File: src/rtl/cnn_sched_pkg.sv
// Shared types and default sizes for the convolution layer scheduler.
package cnn_sched_pkg;

  localparam int DFLT_ARRAY_SIZE = 9;
  localparam int DFLT_DIM_DATA_SIZE = 16;
  localparam int DFLT_ADDR_WIDTH = 15;

  typedef enum logic [2:0] {
    ST_IDLE,
    ST_CHECK,
    ST_WFILL,
    ST_IFILL,
    ST_COMPUTE,
    ST_STORE,
    ST_NEXT,
    ST_FINISH
  } state_e;

  typedef enum logic [2:0] {
    ERR_NONE,
    ERR_K_ZERO,
    ERR_K_BIG,
    ERR_F_ZERO,
    ERR_K_GT_N
  } err_e;

endpackage

File: src/rtl/conv_layer_scheduler_if.sv
// Stage handshake bundle between the scheduler and its fill/compute/store units.
interface conv_layer_scheduler_if #(
  parameter int ADDR_WIDTH = cnn_sched_pkg::DFLT_ADDR_WIDTH
);

  logic                  wfill_enable;
  logic [ADDR_WIDTH-1:0] wfill_address;
  logic                  wfill_done;
  logic                  ifill_enable;
  logic [ADDR_WIDTH-1:0] ifill_address;
  logic                  ifill_done;
  logic                  compute_enable;
  logic                  compute_done;
  logic                  store_enable;
  logic [ADDR_WIDTH-1:0] store_address;
  logic                  store_done;

  modport master (
    output wfill_enable,
    output wfill_address,
    input  wfill_done,
    output ifill_enable,
    output ifill_address,
    input  ifill_done,
    output compute_enable,
    input  compute_done,
    output store_enable,
    output store_address,
    input  store_done
  );

  modport slave (
    input  wfill_enable,
    input  wfill_address,
    output wfill_done,
    input  ifill_enable,
    input  ifill_address,
    output ifill_done,
    input  compute_enable,
    output compute_done,
    input  store_enable,
    input  store_address,
    output store_done
  );

endinterface

File: src/rtl/sched_addr_stepper.sv
// Base/stride/current address registers and filter counter.
module sched_addr_stepper
  import cnn_sched_pkg::*;
#(
  parameter int DIM_DATA_SIZE = DFLT_DIM_DATA_SIZE,
  parameter int ADDR_WIDTH = DFLT_ADDR_WIDTH
) (
  input  logic                     clk,
  input  logic                     reset,
  input  logic                     latch,
  input  logic                     calc,
  input  logic                     load,
  input  logic                     step,
  input  logic [ADDR_WIDTH-1:0]    weight_base,
  input  logic [ADDR_WIDTH-1:0]    input_base,
  input  logic [ADDR_WIDTH-1:0]    output_base,
  input  logic [DIM_DATA_SIZE-1:0] k,
  input  logic [DIM_DATA_SIZE-1:0] n,
  output logic [ADDR_WIDTH-1:0]    wfill_address,
  output logic [ADDR_WIDTH-1:0]    ifill_address,
  output logic [ADDR_WIDTH-1:0]    store_address,
  output logic [DIM_DATA_SIZE-1:0] filter_index
);

  logic [ADDR_WIDTH-1:0]    wb_q;
  logic [ADDR_WIDTH-1:0]    ob_q;
  logic [ADDR_WIDTH-1:0]    wstride;
  logic [ADDR_WIDTH-1:0]    ostride;
  logic [DIM_DATA_SIZE-1:0] side;

  // Output map side; only meaningful once K<=N has been checked.
  assign side = n - k + DIM_DATA_SIZE'(1);

  always_ff @(posedge clk) begin
    if (!reset) begin
      wb_q          <= '0;
      ob_q          <= '0;
      wstride       <= '0;
      ostride       <= '0;
      wfill_address <= '0;
      ifill_address <= '0;
      store_address <= '0;
      filter_index  <= '0;
    end else begin
      if (latch) begin
        wb_q          <= weight_base;
        ob_q          <= output_base;
        ifill_address <= input_base;
      end
      if (calc) begin
        wstride <= ADDR_WIDTH'(k * k);
        ostride <= ADDR_WIDTH'(side * side);
      end
      if (load) begin
        wfill_address <= wb_q;
        store_address <= ob_q;
        filter_index  <= '0;
      end else if (step) begin
        wfill_address <= wfill_address + wstride;
        store_address <= store_address + ostride;
        filter_index  <= filter_index + DIM_DATA_SIZE'(1);
      end
    end
  end

endmodule

File: src/rtl/conv_layer_scheduler.sv
// Per-layer sequencer: weight fill, input fill, compute and store per filter.
module conv_layer_scheduler
  import cnn_sched_pkg::*;
#(
  parameter int ARRAY_SIZE = DFLT_ARRAY_SIZE,
  parameter int DIM_DATA_SIZE = DFLT_DIM_DATA_SIZE,
  parameter int ADDR_WIDTH = DFLT_ADDR_WIDTH
) (
  input  logic                     clk,
  input  logic                     reset,
  input  logic                     start,
  input  logic [DIM_DATA_SIZE-1:0] input_size,
  input  logic [DIM_DATA_SIZE-1:0] weight_size,
  input  logic [DIM_DATA_SIZE-1:0] number_filters,
  input  logic [ADDR_WIDTH-1:0]    weight_base,
  input  logic [ADDR_WIDTH-1:0]    input_base,
  input  logic [ADDR_WIDTH-1:0]    output_base,
  conv_layer_scheduler_if.master   stg,
  output logic [DIM_DATA_SIZE-1:0] filter_index,
  output logic                     busy,
  output logic                     done,
  output logic                     error
);

  state_e                   state;
  state_e                   state_n;
  logic                     armed;
  logic                     step;
  logic                     latch;
  logic                     cfg_ok;
  logic                     first;
  logic                     last;
  err_e                     cause;
  logic [DIM_DATA_SIZE-1:0] cfg_k;
  logic [DIM_DATA_SIZE-1:0] cfg_n;
  logic [DIM_DATA_SIZE-1:0] cfg_f;

  assign latch  = (state == ST_IDLE) && start;
  assign cfg_ok = (cause == ERR_NONE);
  assign first  = (filter_index == '0);
  assign last   = (filter_index == cfg_f - DIM_DATA_SIZE'(1));

  always_comb begin
    cause = ERR_NONE;
    if (cfg_k == '0)
      cause = ERR_K_ZERO;
    else if (cfg_k > DIM_DATA_SIZE'(ARRAY_SIZE))
      cause = ERR_K_BIG;
    else if (cfg_f == '0)
      cause = ERR_F_ZERO;
    else if (cfg_k > cfg_n)
      cause = ERR_K_GT_N;
  end

  // armed is low on a stage's entry cycle so a stale done is ignored.
  always_ff @(posedge clk) begin
    if (!reset) begin
      state <= ST_IDLE;
      armed <= 1'b0;
      done  <= 1'b0;
      error <= 1'b0;
      cfg_k <= '0;
      cfg_n <= '0;
      cfg_f <= '0;
    end else begin
      state <= state_n;
      armed <= (state_n == state);
      done  <= (state == ST_FINISH);
      error <= (state == ST_CHECK) && !cfg_ok;
      if (latch) begin
        cfg_k <= weight_size;
        cfg_n <= input_size;
        cfg_f <= number_filters;
      end
    end
  end

  always_comb begin
    state_n = state;
    step    = 1'b0;
    unique case (state)
      ST_IDLE:
        if (start) state_n = ST_CHECK;
      ST_CHECK:
        state_n = cfg_ok ? ST_WFILL : ST_IDLE;
      ST_WFILL:
        if (armed && stg.wfill_done)
          state_n = first ? ST_IFILL : ST_COMPUTE;
      ST_IFILL:
        if (armed && stg.ifill_done) state_n = ST_COMPUTE;
      ST_COMPUTE:
        if (armed && stg.compute_done) state_n = ST_STORE;
      ST_STORE:
        if (armed && stg.store_done) state_n = ST_NEXT;
      ST_NEXT:
        if (last) begin
          state_n = ST_FINISH;
        end else begin
          step    = 1'b1;
          state_n = ST_WFILL;
        end
      ST_FINISH:
        state_n = ST_IDLE;
      default:
        state_n = ST_IDLE;
    endcase
  end

  assign stg.wfill_enable   = (state == ST_WFILL);
  assign stg.ifill_enable   = (state == ST_IFILL);
  assign stg.compute_enable = (state == ST_COMPUTE);
  assign stg.store_enable   = (state == ST_STORE);
  assign busy               = (state != ST_IDLE);

  sched_addr_stepper #(
    .DIM_DATA_SIZE(DIM_DATA_SIZE),
    .ADDR_WIDTH   (ADDR_WIDTH)
  ) u_step (
    .clk          (clk),
    .reset        (reset),
    .latch        (latch),
    .calc         (state == ST_CHECK),
    .load         ((state == ST_CHECK) && cfg_ok),
    .step         (step),
    .weight_base  (weight_base),
    .input_base   (input_base),
    .output_base  (output_base),
    .k            (cfg_k),
    .n            (cfg_n),
    .wfill_address(stg.wfill_address),
    .ifill_address(stg.ifill_address),
    .store_address(stg.store_address),
    .filter_index (filter_index)
  );

endmodule
File: src/flat_wrapper.sv
// flat-port wrapper written by rule: the top's interface ports become plain ports
module conv_layer_scheduler_flat import cnn_sched_pkg::*;
#(
  parameter int ARRAY_SIZE = DFLT_ARRAY_SIZE,
  parameter int DIM_DATA_SIZE = DFLT_DIM_DATA_SIZE,
  parameter int ADDR_WIDTH = DFLT_ADDR_WIDTH
)
  (clk, reset, start, input_size, weight_size, number_filters, weight_base, input_base, output_base, filter_index, busy, done, error, stg_wfill_enable, stg_wfill_address, stg_wfill_done, stg_ifill_enable, stg_ifill_address, stg_ifill_done, stg_compute_enable, stg_compute_done, stg_store_enable, stg_store_address, stg_store_done);
  conv_layer_scheduler_if #(.ADDR_WIDTH(ADDR_WIDTH)) stg_i ();
  input  logic clk;
  input  logic reset;
  input  logic start;
  input  logic [DIM_DATA_SIZE-1:0] input_size;
  input  logic [DIM_DATA_SIZE-1:0] weight_size;
  input  logic [DIM_DATA_SIZE-1:0] number_filters;
  input  logic [ADDR_WIDTH-1:0] weight_base;
  input  logic [ADDR_WIDTH-1:0] input_base;
  input  logic [ADDR_WIDTH-1:0] output_base;
  output logic [DIM_DATA_SIZE-1:0] filter_index;
  output logic busy;
  output logic done;
  output logic error;
  output wire logic [$bits(stg_i.wfill_enable)-1:0] stg_wfill_enable;
  output wire logic [$bits(stg_i.wfill_address)-1:0] stg_wfill_address;
  input wire logic [$bits(stg_i.wfill_done)-1:0] stg_wfill_done;
  output wire logic [$bits(stg_i.ifill_enable)-1:0] stg_ifill_enable;
  output wire logic [$bits(stg_i.ifill_address)-1:0] stg_ifill_address;
  input wire logic [$bits(stg_i.ifill_done)-1:0] stg_ifill_done;
  output wire logic [$bits(stg_i.compute_enable)-1:0] stg_compute_enable;
  input wire logic [$bits(stg_i.compute_done)-1:0] stg_compute_done;
  output wire logic [$bits(stg_i.store_enable)-1:0] stg_store_enable;
  output wire logic [$bits(stg_i.store_address)-1:0] stg_store_address;
  input wire logic [$bits(stg_i.store_done)-1:0] stg_store_done;
  assign stg_wfill_enable = stg_i.wfill_enable;
  assign stg_wfill_address = stg_i.wfill_address;
  assign stg_i.wfill_done = stg_wfill_done;
  assign stg_ifill_enable = stg_i.ifill_enable;
  assign stg_ifill_address = stg_i.ifill_address;
  assign stg_i.ifill_done = stg_ifill_done;
  assign stg_compute_enable = stg_i.compute_enable;
  assign stg_i.compute_done = stg_compute_done;
  assign stg_store_enable = stg_i.store_enable;
  assign stg_store_address = stg_i.store_address;
  assign stg_i.store_done = stg_store_done;
  conv_layer_scheduler #(.ARRAY_SIZE(ARRAY_SIZE), .DIM_DATA_SIZE(DIM_DATA_SIZE), .ADDR_WIDTH(ADDR_WIDTH)) u_core (.clk(clk), .reset(reset), .start(start), .input_size(input_size), .weight_size(weight_size), .number_filters(number_filters), .weight_base(weight_base), .input_base(input_base), .output_base(output_base), .stg(stg_i), .filter_index(filter_index), .busy(busy), .done(done), .error(error));
endmodule
File: config.mk
export PLATFORM = sky130hd
export DESIGN_NAME = conv_layer_scheduler_flat
export DESIGN_NICKNAME = d
export VERILOG_FILES = /design/src/rtl/cnn_sched_pkg.sv /design/src/rtl/conv_layer_scheduler_if.sv /design/src/rtl/sched_addr_stepper.sv /design/src/rtl/conv_layer_scheduler.sv /design/src/flat_wrapper.sv
export SDC_FILE = /design/constraint.sdc
export NUM_CORES = 1
export LEC_CHECK = 0
export ABC_AREA = 0
export BUFFER_PORTS_ARGS = -buffer_cell sky130_fd_sc_hd__buf_4
export CAP_MARGIN = 20
export CORE_ASPECT_RATIO = 1.2
export CORE_MARGIN = 3
export CORE_UTILIZATION = 60
export CTS_BUF_LIST = sky130_fd_sc_hd__clkbuf_4
export DETAILED_ROUTE_END_ITERATION = 16
export HOLD_SLACK_MARGIN = 0.12
export PLACE_DENSITY = 0.82
export SLEW_MARGIN = 20
export SYNTH_ARGS = -nofsm -noshare
export SYNTH_HDL_FRONTEND = slang
export SYNTH_SLANG_ARGS = --single-unit
File: constraint.sdc
create_clock -name clk -period 20 [get_ports clk]
set_input_delay 4 -clock clk [delete_from_list [all_inputs] [get_ports clk]]
set_output_delay 4 -clock clk [all_outputs]
set_load 0.005 [all_outputs]
# ---- Word-level counts from Yosys, hierarchy flattened
# Cells that the tools add are included.
dict set report word_totals {
  in_bits 100
  output_inout_bits 68
  register_bits 175
}
dict set report op_classes {
  muxes 19
  reduce_logical 16
  multipliers 2
  n_addsub 6
  bitwise 1
  order_cmp 2
  n_eq_ne 9
}
# operator count
set op_table {}
lappend op_table {{two-way mux 15 bit} 4}
lappend op_table {{logical NOT 16 bit} 3}
lappend op_table {{two-way mux 3 bit} 11}
lappend op_table {{adder 16 x 1 -> 16 bit, second input constant} 2}
lappend op_table {{multiplier 16 x 16 -> 15 bit} 2}
lappend op_table {{adder 15 bit} 2}
lappend op_table {{case mux 3 bit (8 select lines)} 1}
lappend op_table {{== test 16 bit} 1}
lappend op_table {{> comparator 16 bit} 1}
lappend op_table {{> comparator 16 x 4 -> 1 bit, second input constant} 1}
lappend op_table {{subtractor 16 x 1 -> 16 bit, second input constant} 1}
lappend op_table {{subtractor 16 bit} 1}
lappend op_table {{== test 3 bit, second input constant} 4}
lappend op_table {{logical AND 1 bit} 7}
lappend op_table {{== test 3 x 2 -> 1 bit, second input constant} 2}
lappend op_table {{logical NOT 3 bit} 2}
lappend op_table {{== test 3 x 1 -> 1 bit, second input constant} 1}
lappend op_table {{== test 3 bit} 1}
lappend op_table {{nonzero test 3 bit} 1}
lappend op_table {{two-way mux 1 bit} 2}
lappend op_table {{two-way mux 2 bit} 1}
lappend op_table {{nonzero test 2 bit} 1}
lappend op_table {{OR reduction 2 bit} 1}
lappend op_table {{logical NOT 1 bit} 1}
lappend op_table {{NOT 1 bit} 1}

# ---- Logic depth before layout (Yosys ltp)
# Gate-level depths: netlist (run 1).
dict set report depth {
  ltp_word 9
  mapped_depth 32
}

# ---- Modules after synthesis
# Synthesis (run 1) repeated with hierarchy kept, for this count alone.
dict set report unflattened {
  cells_unflattened 1721
  area_unflattened_um2 15144.5
}
# module cells_each n_inst seq_area_each_um2 area_per_inst_um2
set modules_own_cells {}
lappend modules_own_cells {sched_addr_stepper 1299 1 2382.3 11838.9}
lappend modules_own_cells {conv_layer_scheduler 422 1 1081.0 3305.7}

# ---- Worst setup path before layout (run 1)
# OpenSTA, ideal clock, no wires.
dict set report synth_path {
  path_type {reg2reg}
  from {register u_core.cfg_k[0]}
  to {register u_core.u_step.ostride[14]}
  arrival_ps 7300
  t_required_ps 19867
  slack_ps 12567
  n_path_buf 1
  path_stages_with_launch 32
  synth_period_minus_slack_ps 7433
  cell_sequence {dfxtp_1 -> clkbuf_1 -> clkinv_1 -> ha_1 -> ha_1 -> fa_1 -> a21o_1 -> a21oi_1 -> o21ai_0 -> a21oi_1 -> a21oi_1 -> nor2_1 -> xnor2_1 -> and2_1 -> fa_1 -> inv_1 -> fa_1 -> inv_1 -> fa_1 -> ha_1 -> fa_1 -> inv_1 -> fa_1 -> inv_1 -> ha_1 -> and3_1 -> a211oi_1 -> o21bai_1 -> a21oi_1 -> o21ai_0 -> xnor2_1 -> a21oi_1}
}
dict set report synth_via {
  elab_chain_cells 3
}
# element line_no
set synth_lines {}
lappend synth_lines {{from (decl)} conv_layer_scheduler.sv:34} ;# logic [DIM_DATA_SIZE-1:0] cfg_k;
lappend synth_lines {{from (signal assigned)} conv_layer_scheduler.sv:71} ;# cfg_k <= weight_size;
lappend synth_lines {{subtractor 16 bit} sched_addr_stepper.sv:32} ;# assign side = n - k + DIM_DATA_SIZE'(1);
lappend synth_lines {{adder 16 x 1 -> 16 bit} sched_addr_stepper.sv:32}
lappend synth_lines {{multiplier 16 x 16 -> 15 bit} sched_addr_stepper.sv:52} ;# ostride <= ADDR_WIDTH'(side * side);
lappend synth_lines {{to (signal assigned)} sched_addr_stepper.sv:52}
lappend synth_lines {{to (decl)} sched_addr_stepper.sv:28} ;# logic [ADDR_WIDTH-1:0] ostride;
# Every way passes these cells.
# A chain may end at the register's enable or synchronous reset.

# ---- Worst setup path after layout (run 1)
# Same ends and word-level chain as after synthesis.

==> results of run 1 <==
[layer usage]
metal | up-vias | track usage (%) | share of wire, % | wire [um]
met5 | - | 0 | 0 | 0
met4 | 0 | 10.6 | 3.2 | 1170
met3 | 79 | 3.23 | 4.8 | 1770
met2 | 392 | 51.9 | 52 | 19100
met1 | 6118 | 33.8 | 40 | 14800
li1 | 6123 | - | - | -
[area by class of cell]
class | instances | area, um^2 | share of cell area, %
clock inverter | 15 | 211 | 1.30
tap | 315 | 394 | 2.42
antenna | 1 | 2.50 | 0.0154
multi-input combinational | 1308 | 9930 | 61.0
timing repair buffer | 173 | 1310 | 8.02
sequential | 173 | 3460 | 21.3
clock buffer | 17 | 128 | 0.784
inverter | 226 | 851 | 5.23
[worst max path at each step]
stage | endpoint | depth (start not counted)
6_report | u_core.u_step.ostride[14]$_SDFFE_PN0P_ | 30
5_1_grt | u_core.u_step.ostride[14]$_SDFFE_PN0P_ | 30
4_1_cts | u_core.u_step.ostride[14]$_SDFFE_PN0P_ | 30
3_5_place_dp | u_core.u_step.ostride[14]$_SDFFE_PN0P_ | 30
3_3_place_gp | u_core.u_step.ostride[14]$_SDFFE_PN0P_ | 30
2_1_floorplan | u_core.u_step.ostride[14]$_SDFFE_PN0P_ | 31
[metrics by stage]
step	cells	utilization (%)	instance area [um^2]	hold slack (ps)	worst slack, ps
2_1_floorplan	1788	-	14500	431	12570
3_3_place_gp	2194	67.7	15900	442	12330
3_5_place_dp	2194	67.7	15900	448	12100
4_1_cts	2226	69.1	16200	470	12050
5_1_grt	2228	69.3	16300	484	11440
6_report	2228	69.3	16300	467	12000
[kinds of logic (layout without fill, tap and decap cells)]
logic type	Yosys count	after routing	synth area share, %
xor gates and xnor gates	108	108	6.52
other	0	1	0
DFF	173	173	23.9
buffers and inverters	307	431	8.06
adders and majority gates	262	262	28.5
AOI/OAI and AO/OA	335	335	14.1
and+or+nand+nor	595	595	18.4
muxes	8	8	0.577
[cells in the final DEF, fill, tap and decap left out, types with 4 or more instances in the layout]
master	n
o31ai_1	4
and3_1	10
nor3_1	24
xnor2_1	75
nand2_1	328
mux2i_1	5
nor4b_1	5
buf_4	172
dfxtp_1	173
nor4_1	9
o21ai_0	24
o2111ai_1	4
and2_1	13
or2_2	8
clkbuf_4	17
a211oi_1	9
o211ai_1	10
ha_1	148
or3_1	15
clkinv_8	7
o21bai_1	8
a21o_1	14
nor2b_1	8
a22oi_1	22
fa_1	114
nand4_1	18
a21oi_1	189
a31oi_1	6
nand2b_1	13
nand3_1	29
or4_1	4
a311oi_1	4
inv_1	222
nor3b_1	4
o21a_1	5
xor2_1	33
nand4b_1	5
nor2_1	88
[registers in the layout, summed over array words and instances (netlist names)]
signal,flops
u_core.cfg_f,16
u_core.cfg_k,16
u_core.cfg_n,16
u_core.u_step.filter_index,16
u_core.u_step.ifill_address,15
u_core.u_step.ob_q,15
u_core.u_step.store_address,15
u_core.u_step.wb_q,15
u_core.u_step.wfill_address,15
u_core.u_step.ostride,14
u_core.u_step.wstride,14
u_core.state,3
u_core.armed,1
u_core.done,1
u_core.error,1
[cells in the mapped netlist (22+ instances only)]
cell type  number  area share (%)
nand2_1       329             8.5
inv_1         222             5.7
a21oi_1       189             6.5
dfxtp_1       173              24
ha_1          148              13
fa_1          114              16
nor2_1         88             2.3
xnor2_1        75             4.5
clkbuf_1       69             1.8
xor2_1         33             2.0
nand3_1        29             1.0
nor3_1         24            0.83
o21ai_0        24            0.83
a22oi_1        22             1.1
[worst max-delay path, delay by kind of cell (launching register included)]
family	cells	cell delay (ps)
compound gates	10	1830
fa+ha+maj	10	4120
simple gates	3	560
flops	1	540
buf+inv	5	510
xor+xnor	2	330
==> impl_metrics.toml, run 1 <==
[floorplan]
io_pins = 168
dieArea_um2 = 26100
core_um2 = 23500
die_w_um = 148
rows = 61
fp.dieH_um = 176
start_util_pct = 61.8

[logic_synthesis]
synth_cell_types = 73
synth_edf_count = 0
netlist_area_um2 = 14500
async_reset_ff_share_pct = 0
synth_top_flop_cell = "dfxtp_1"
ys_warn_count = 0
syn_nets = 2150
syn-instance-count = 1788
ys_ff_latch = 173
avgSynthCellArea_um2 = 8.12
ys_seq_area_share_pct = 23.9

[clocking]
post_cts_resized = 0
ctsHoldBuffers = 0
cts-buffers-inserted = 17
cts_setup_buffers = 0
cts-root-buf = "clkbuf_4"
htreeDepth = 4
clock-sinks = 173
cts_tree = "yes"
clk_latency_ps = 640
clkSlewWorstSetupHoldPaths_ps = 200
clockBufferDepth = 2

[cells_and_area]
area_growth_syn_to_layout_pct = 12.1
n_fill_cell = 1938
layout-drive-gt1-share_pct = 11.8
nNetsFinal = 2261

[global_routing]
grt_pass1_wl_um = 60600
grt_pass1_vias = 12737
gr-usage-all-layers_pct = 28.3
antenna_found_initial = 1
grt-ovfl-total = 0
grt_max_degree = 95

[setup_path]
worstPathRequired_ps = 20510
critPathSlowestCell = "dfxtp_1"
reg2reg_depth = 30
start_kind = "register"
end_kind = "register"
r2r_start = "u_core.cfg_k[0]$_SDFFE_PN0P_"
critPathMaxStageDelay_ps = 540
crit_arrival_ps = 8500
critPathLaunch = "u_core.cfg_k[0]$_SDFFE_PN0P_"
critical_path_class = "reg2reg"
reg2reg_slack_ps = 12000
r2r_end = "u_core.u_step.ostride[14]$_SDFFE_PN0P_"
cpMostUsedCell = "fa_1"
path_max_fanout = 10

[run_status]
status = "complete, no violations"

[timing]
tightest_slew_ps = 1020
fmax_mhz = 125
rsz0062_at_grt = "false"
skew_ps = 37.4
min_period_ps = 8000
hold_violations = 0
setup_violations = 0
period_share_pct = 40.0
drv_slew = 0
tns_ps = 0
relSlewSlack_pct = 31.2

[place]
gp_congestion = 0.937
io_buffers = 167
post-dp-hpwl_um = 27700

[hold_path]
whs_path_depth = 2
holdPathEnd = "u_core.u_step.ifill_address[4]$_SDFFE_PN0P_"
hold_class = "reg2reg"
hp-start = "u_core.u_step.ifill_address[4]$_SDFFE_PN0P_"

[detailed_routing]
drc = 0
ant_nets = 0
num_vias = 12712
wirelength_um = 36900
wl_per_cell_um = 16.5
drt-pass1-iter-count = 6
vias_per_cell = 5.71
first_iter_violations = 791

[run]
maxCapViolCount = 0
Power of run 1 is left out: the tool's default activity adds up to more than one toggle a clock period on the data nets, which glitch-free logic cannot reach.
==> run 2, diff against run 1 <==
--- a/config.mk
+++ b/config.mk
@@ -5,7 +5,7 @@
 export SDC_FILE = /design/constraint.sdc
 export NUM_CORES = 1
 export LEC_CHECK = 0
-export ABC_AREA = 0
+export ABC_AREA = 1
 export BUFFER_PORTS_ARGS = -buffer_cell sky130_fd_sc_hd__buf_4
 export CAP_MARGIN = 20
 export CORE_ASPECT_RATIO = 1.2
@@ -14,7 +14,7 @@
 export CTS_BUF_LIST = sky130_fd_sc_hd__clkbuf_4
 export DETAILED_ROUTE_END_ITERATION = 16
 export HOLD_SLACK_MARGIN = 0.12
-export PLACE_DENSITY = 0.82
+export PLACE_DENSITY = 0.81
 export SLEW_MARGIN = 20
 export SYNTH_ARGS = -nofsm -noshare
 export SYNTH_HDL_FRONTEND = slang
==> constraint.sdc (replaced) <==
create_clock -name clk -period 7.76 [get_ports clk]
set_input_delay 1.552 -clock clk [delete_from_list [all_inputs] [get_ports clk]]
set_output_delay 1.552 -clock clk [all_outputs]
set_load 0.005 [all_outputs]
==> run 2 against run 1 <==
Core utilization fell by 0.52 points. Die area rose by 6.6%. Via count rose by 8.1%. Clock-buffer cell count rose by 1. Cell count rose by 14%. Clock skew fell by 7.3 ps. Global-route usage fell by 1.1 points. Largest cell class unchanged.
==> impl_metrics.toml, run 2 <==
[setup_path]
path_delay_family = "adder cells"
critPathMaxStageDelay_ps = 540
r2r_end = "u_core.u_step.ostride[13]$_SDFFE_PN0P_"
reg2reg_slack_ps = 490
start_kind = "register"
critical_path_class = "reg2reg"
crit_arrival_ps = 7780
crit_buf_inv = 9
r2r_start = "u_core.cfg_k[1]$_SDFFE_PN0P_"
path_max_fanout = 18
reg2reg_depth = 31
critPathSlowestCell = "fa_1"
worstPathRequired_ps = 8270
end_kind = "register"
cpMostUsedCell = "inv_1"

[global_routing]
grtUsageMet3_pct = 4.03
met1_usage_pct = 34.5
grt-ovfl-total = 0
grt_pass1_vias = 13638
grt_pass1_wl_um = 63600
antenna_found_initial = 1
grt.met2_usage_pct = 48.3
grt-busiest-layer = "met2"
grt_max_degree = 113
gr-usage-all-layers_pct = 27.2

[timing]
min_period_ps = 7270
tns_ps = 0
period_share_pct = 93.7
skew_ps = 30.0
setup_violations = 0
relSlewSlack_pct = 28.9
hold_violations = 0
rsz0062_at_grt = "false"
tightest_slew_ps = 1070
fmax_mhz = 138
drv_slew = 0

[place]
gp_congestion = 0.890
io_buffers = 167
post_dp_cell_area_um2 = 16900
post-dp-hpwl_um = 29400

[cells_and_area]
layout_commonest_cell = "inv_1"
layout-drive-gt1-share_pct = 12.9
n_fill_cell = 2127
nNetsFinal = 2562
fin_util_pct = 68.7
area_growth_syn_to_layout_pct = 11.1
final_cell_mix = "406 x inv_1, 331 x nand2_1, 181 x a21oi_1"
stdcell_area_um2 = 17200

[detailed_routing]
wirelength_um = 37700
num_vias = 13740
ant_nets = 0
drc = 0
drt-pass1-iter-count = 5
wl_per_cell_um = 14.9
vias_per_cell = 5.41
first_iter_violations = 869

[hold_path]
hp-start = "u_core.u_step.ifill_address[11]$_SDFFE_PN0P_"
whs_path_depth = 2
holdPathEnd = "u_core.u_step.ifill_address[11]$_SDFFE_PN0P_"
hold_class = "reg2reg"

[logic_synthesis]
yosys.area.top_type_share_pct = 22.3
async_reset_ff_share_pct = 0
synth_edf_count = 0
syn_nets = 2439
synth_common_cells = "406 x inv_1, 331 x nand2_1, 182 x a21oi_1"
yosysMostFrequentCell = "inv_1"
syn-instance-count = 2076
synth_cell_types = 44
netlist_area_um2 = 15500
ys_warn_count = 0
ys_ff_latch = 173
synth.top_cells.by_area = "dfxtp_1 22%, fa_1 15%, ha_1 12%"
ys_seq_area_share_pct = 22.3
synth_top_flop_cell = "dfxtp_1"
yosysTopAreaCell = "dfxtp_1"
avgSynthCellArea_um2 = 7.47

[floorplan]
start_util_pct = 61.9
core_um2 = 25100
io_pins = 168
rows = 63
die_w_um = 153
dieArea_um2 = 27800
fp.dieH_um = 182

[run]
maxCapViolCount = 0

[clocking]
cts-root-buf = "clkbuf_4"
clk_latency_ps = 610
cts_tree = "yes"
clock-sinks = 173
htreeDepth = 4
clockBufferDepth = 2
ctsHoldBuffers = 0
cts_setup_buffers = 0
clkSlewWorstSetupHoldPaths_ps = 160
cts-buffers-inserted = 17

[run_status]
status = "complete, no violations"
-- run 2: how the worst max path moves through the flow --
stage	endpoint	slack, ps	start	depth (start not counted)
floorplan	u_core.u_step.ostride[13]$_SDFFE_PN0P_	980	u_core.cfg_k[0]$_SDFFE_PN0P_	32
global route	u_core.u_step.ostride[13]$_SDFFE_PN0P_	40	u_core.cfg_k[3]$_SDFFE_PN0P_	32
CTS	u_core.u_step.ostride[13]$_SDFFE_PN0P_	250	u_core.cfg_k[2]$_SDFFE_PN0P_	33
global placement	u_core.u_step.ostride[14]$_SDFFE_PN0P_	680	u_core.cfg_k[1]$_SDFFE_PN0P_	33
detailed placement	u_core.u_step.ostride[13]$_SDFFE_PN0P_	290	u_core.cfg_k[2]$_SDFFE_PN0P_	33
finish	u_core.u_step.ostride[13]$_SDFFE_PN0P_	490	u_core.cfg_k[1]$_SDFFE_PN0P_	31
-- run 2: final cells by class --
cell class                 instances  area [um^2]  share of cell area (%)
multi-input combinational       1421        10200                    59.2
sequential                       173         3470                    20.1
inverter                         409         1540                    8.92
timing repair buffer             177         1330                    7.71
tap                              325          407                    2.36
clock inverter                    13          155                   0.900
clock buffer                      18          135                   0.784
antenna                            2         5.00                  0.0290
-- run 2: metal layers --
metal | routed length [um] | up-vias
met1 | 16100 | 6479
met5 | 0 | -
met3 | 1890 | 63
met4 | 834 | 0
met2 | 18900 | 373
li1 | - | 6825
-- run 2: kinds of logic after synthesis --
family | count (synthesis) | share of synthesized area [%]
fa+ha+maj | 263 | 26.7
xor+xnor | 106 | 5.98
flops | 173 | 22.3
simple gates | 652 | 18.8
compound gates | 400 | 14.0
buf+inv | 482 | 12.2
-- run 2: worst min-delay path: cells and delay by family, from the launching register on --
| family | cells | cell delay, ps |
|---|---|---|
| flip-flops | 1 | 340 |
| buffers and inverters | 1 | 50 |
| AO/OA/AOI/OAI | 1 | 50 |
-- run 2: what timing repair did --
| item | CTS | global route |
|---|---|---|
| hold endpoints to repair | 0 | 0 |
| setup endpoints to repair | 0 | 3 |
| gates resized for setup | 0 | 5 |
-- run 2: metrics by stage --
stage	worst slack [ps]	hold slack (ps)	std cells
2_1_floorplan	980	424	2076
3_3_place_gp	681	433	2505
3_5_place_dp	291	438	2505
4_1_cts	251	457	2536
5_1_grt	36.8	476	2538
6_report	490	456	2538
Power of run 2 is left out for the same reason.
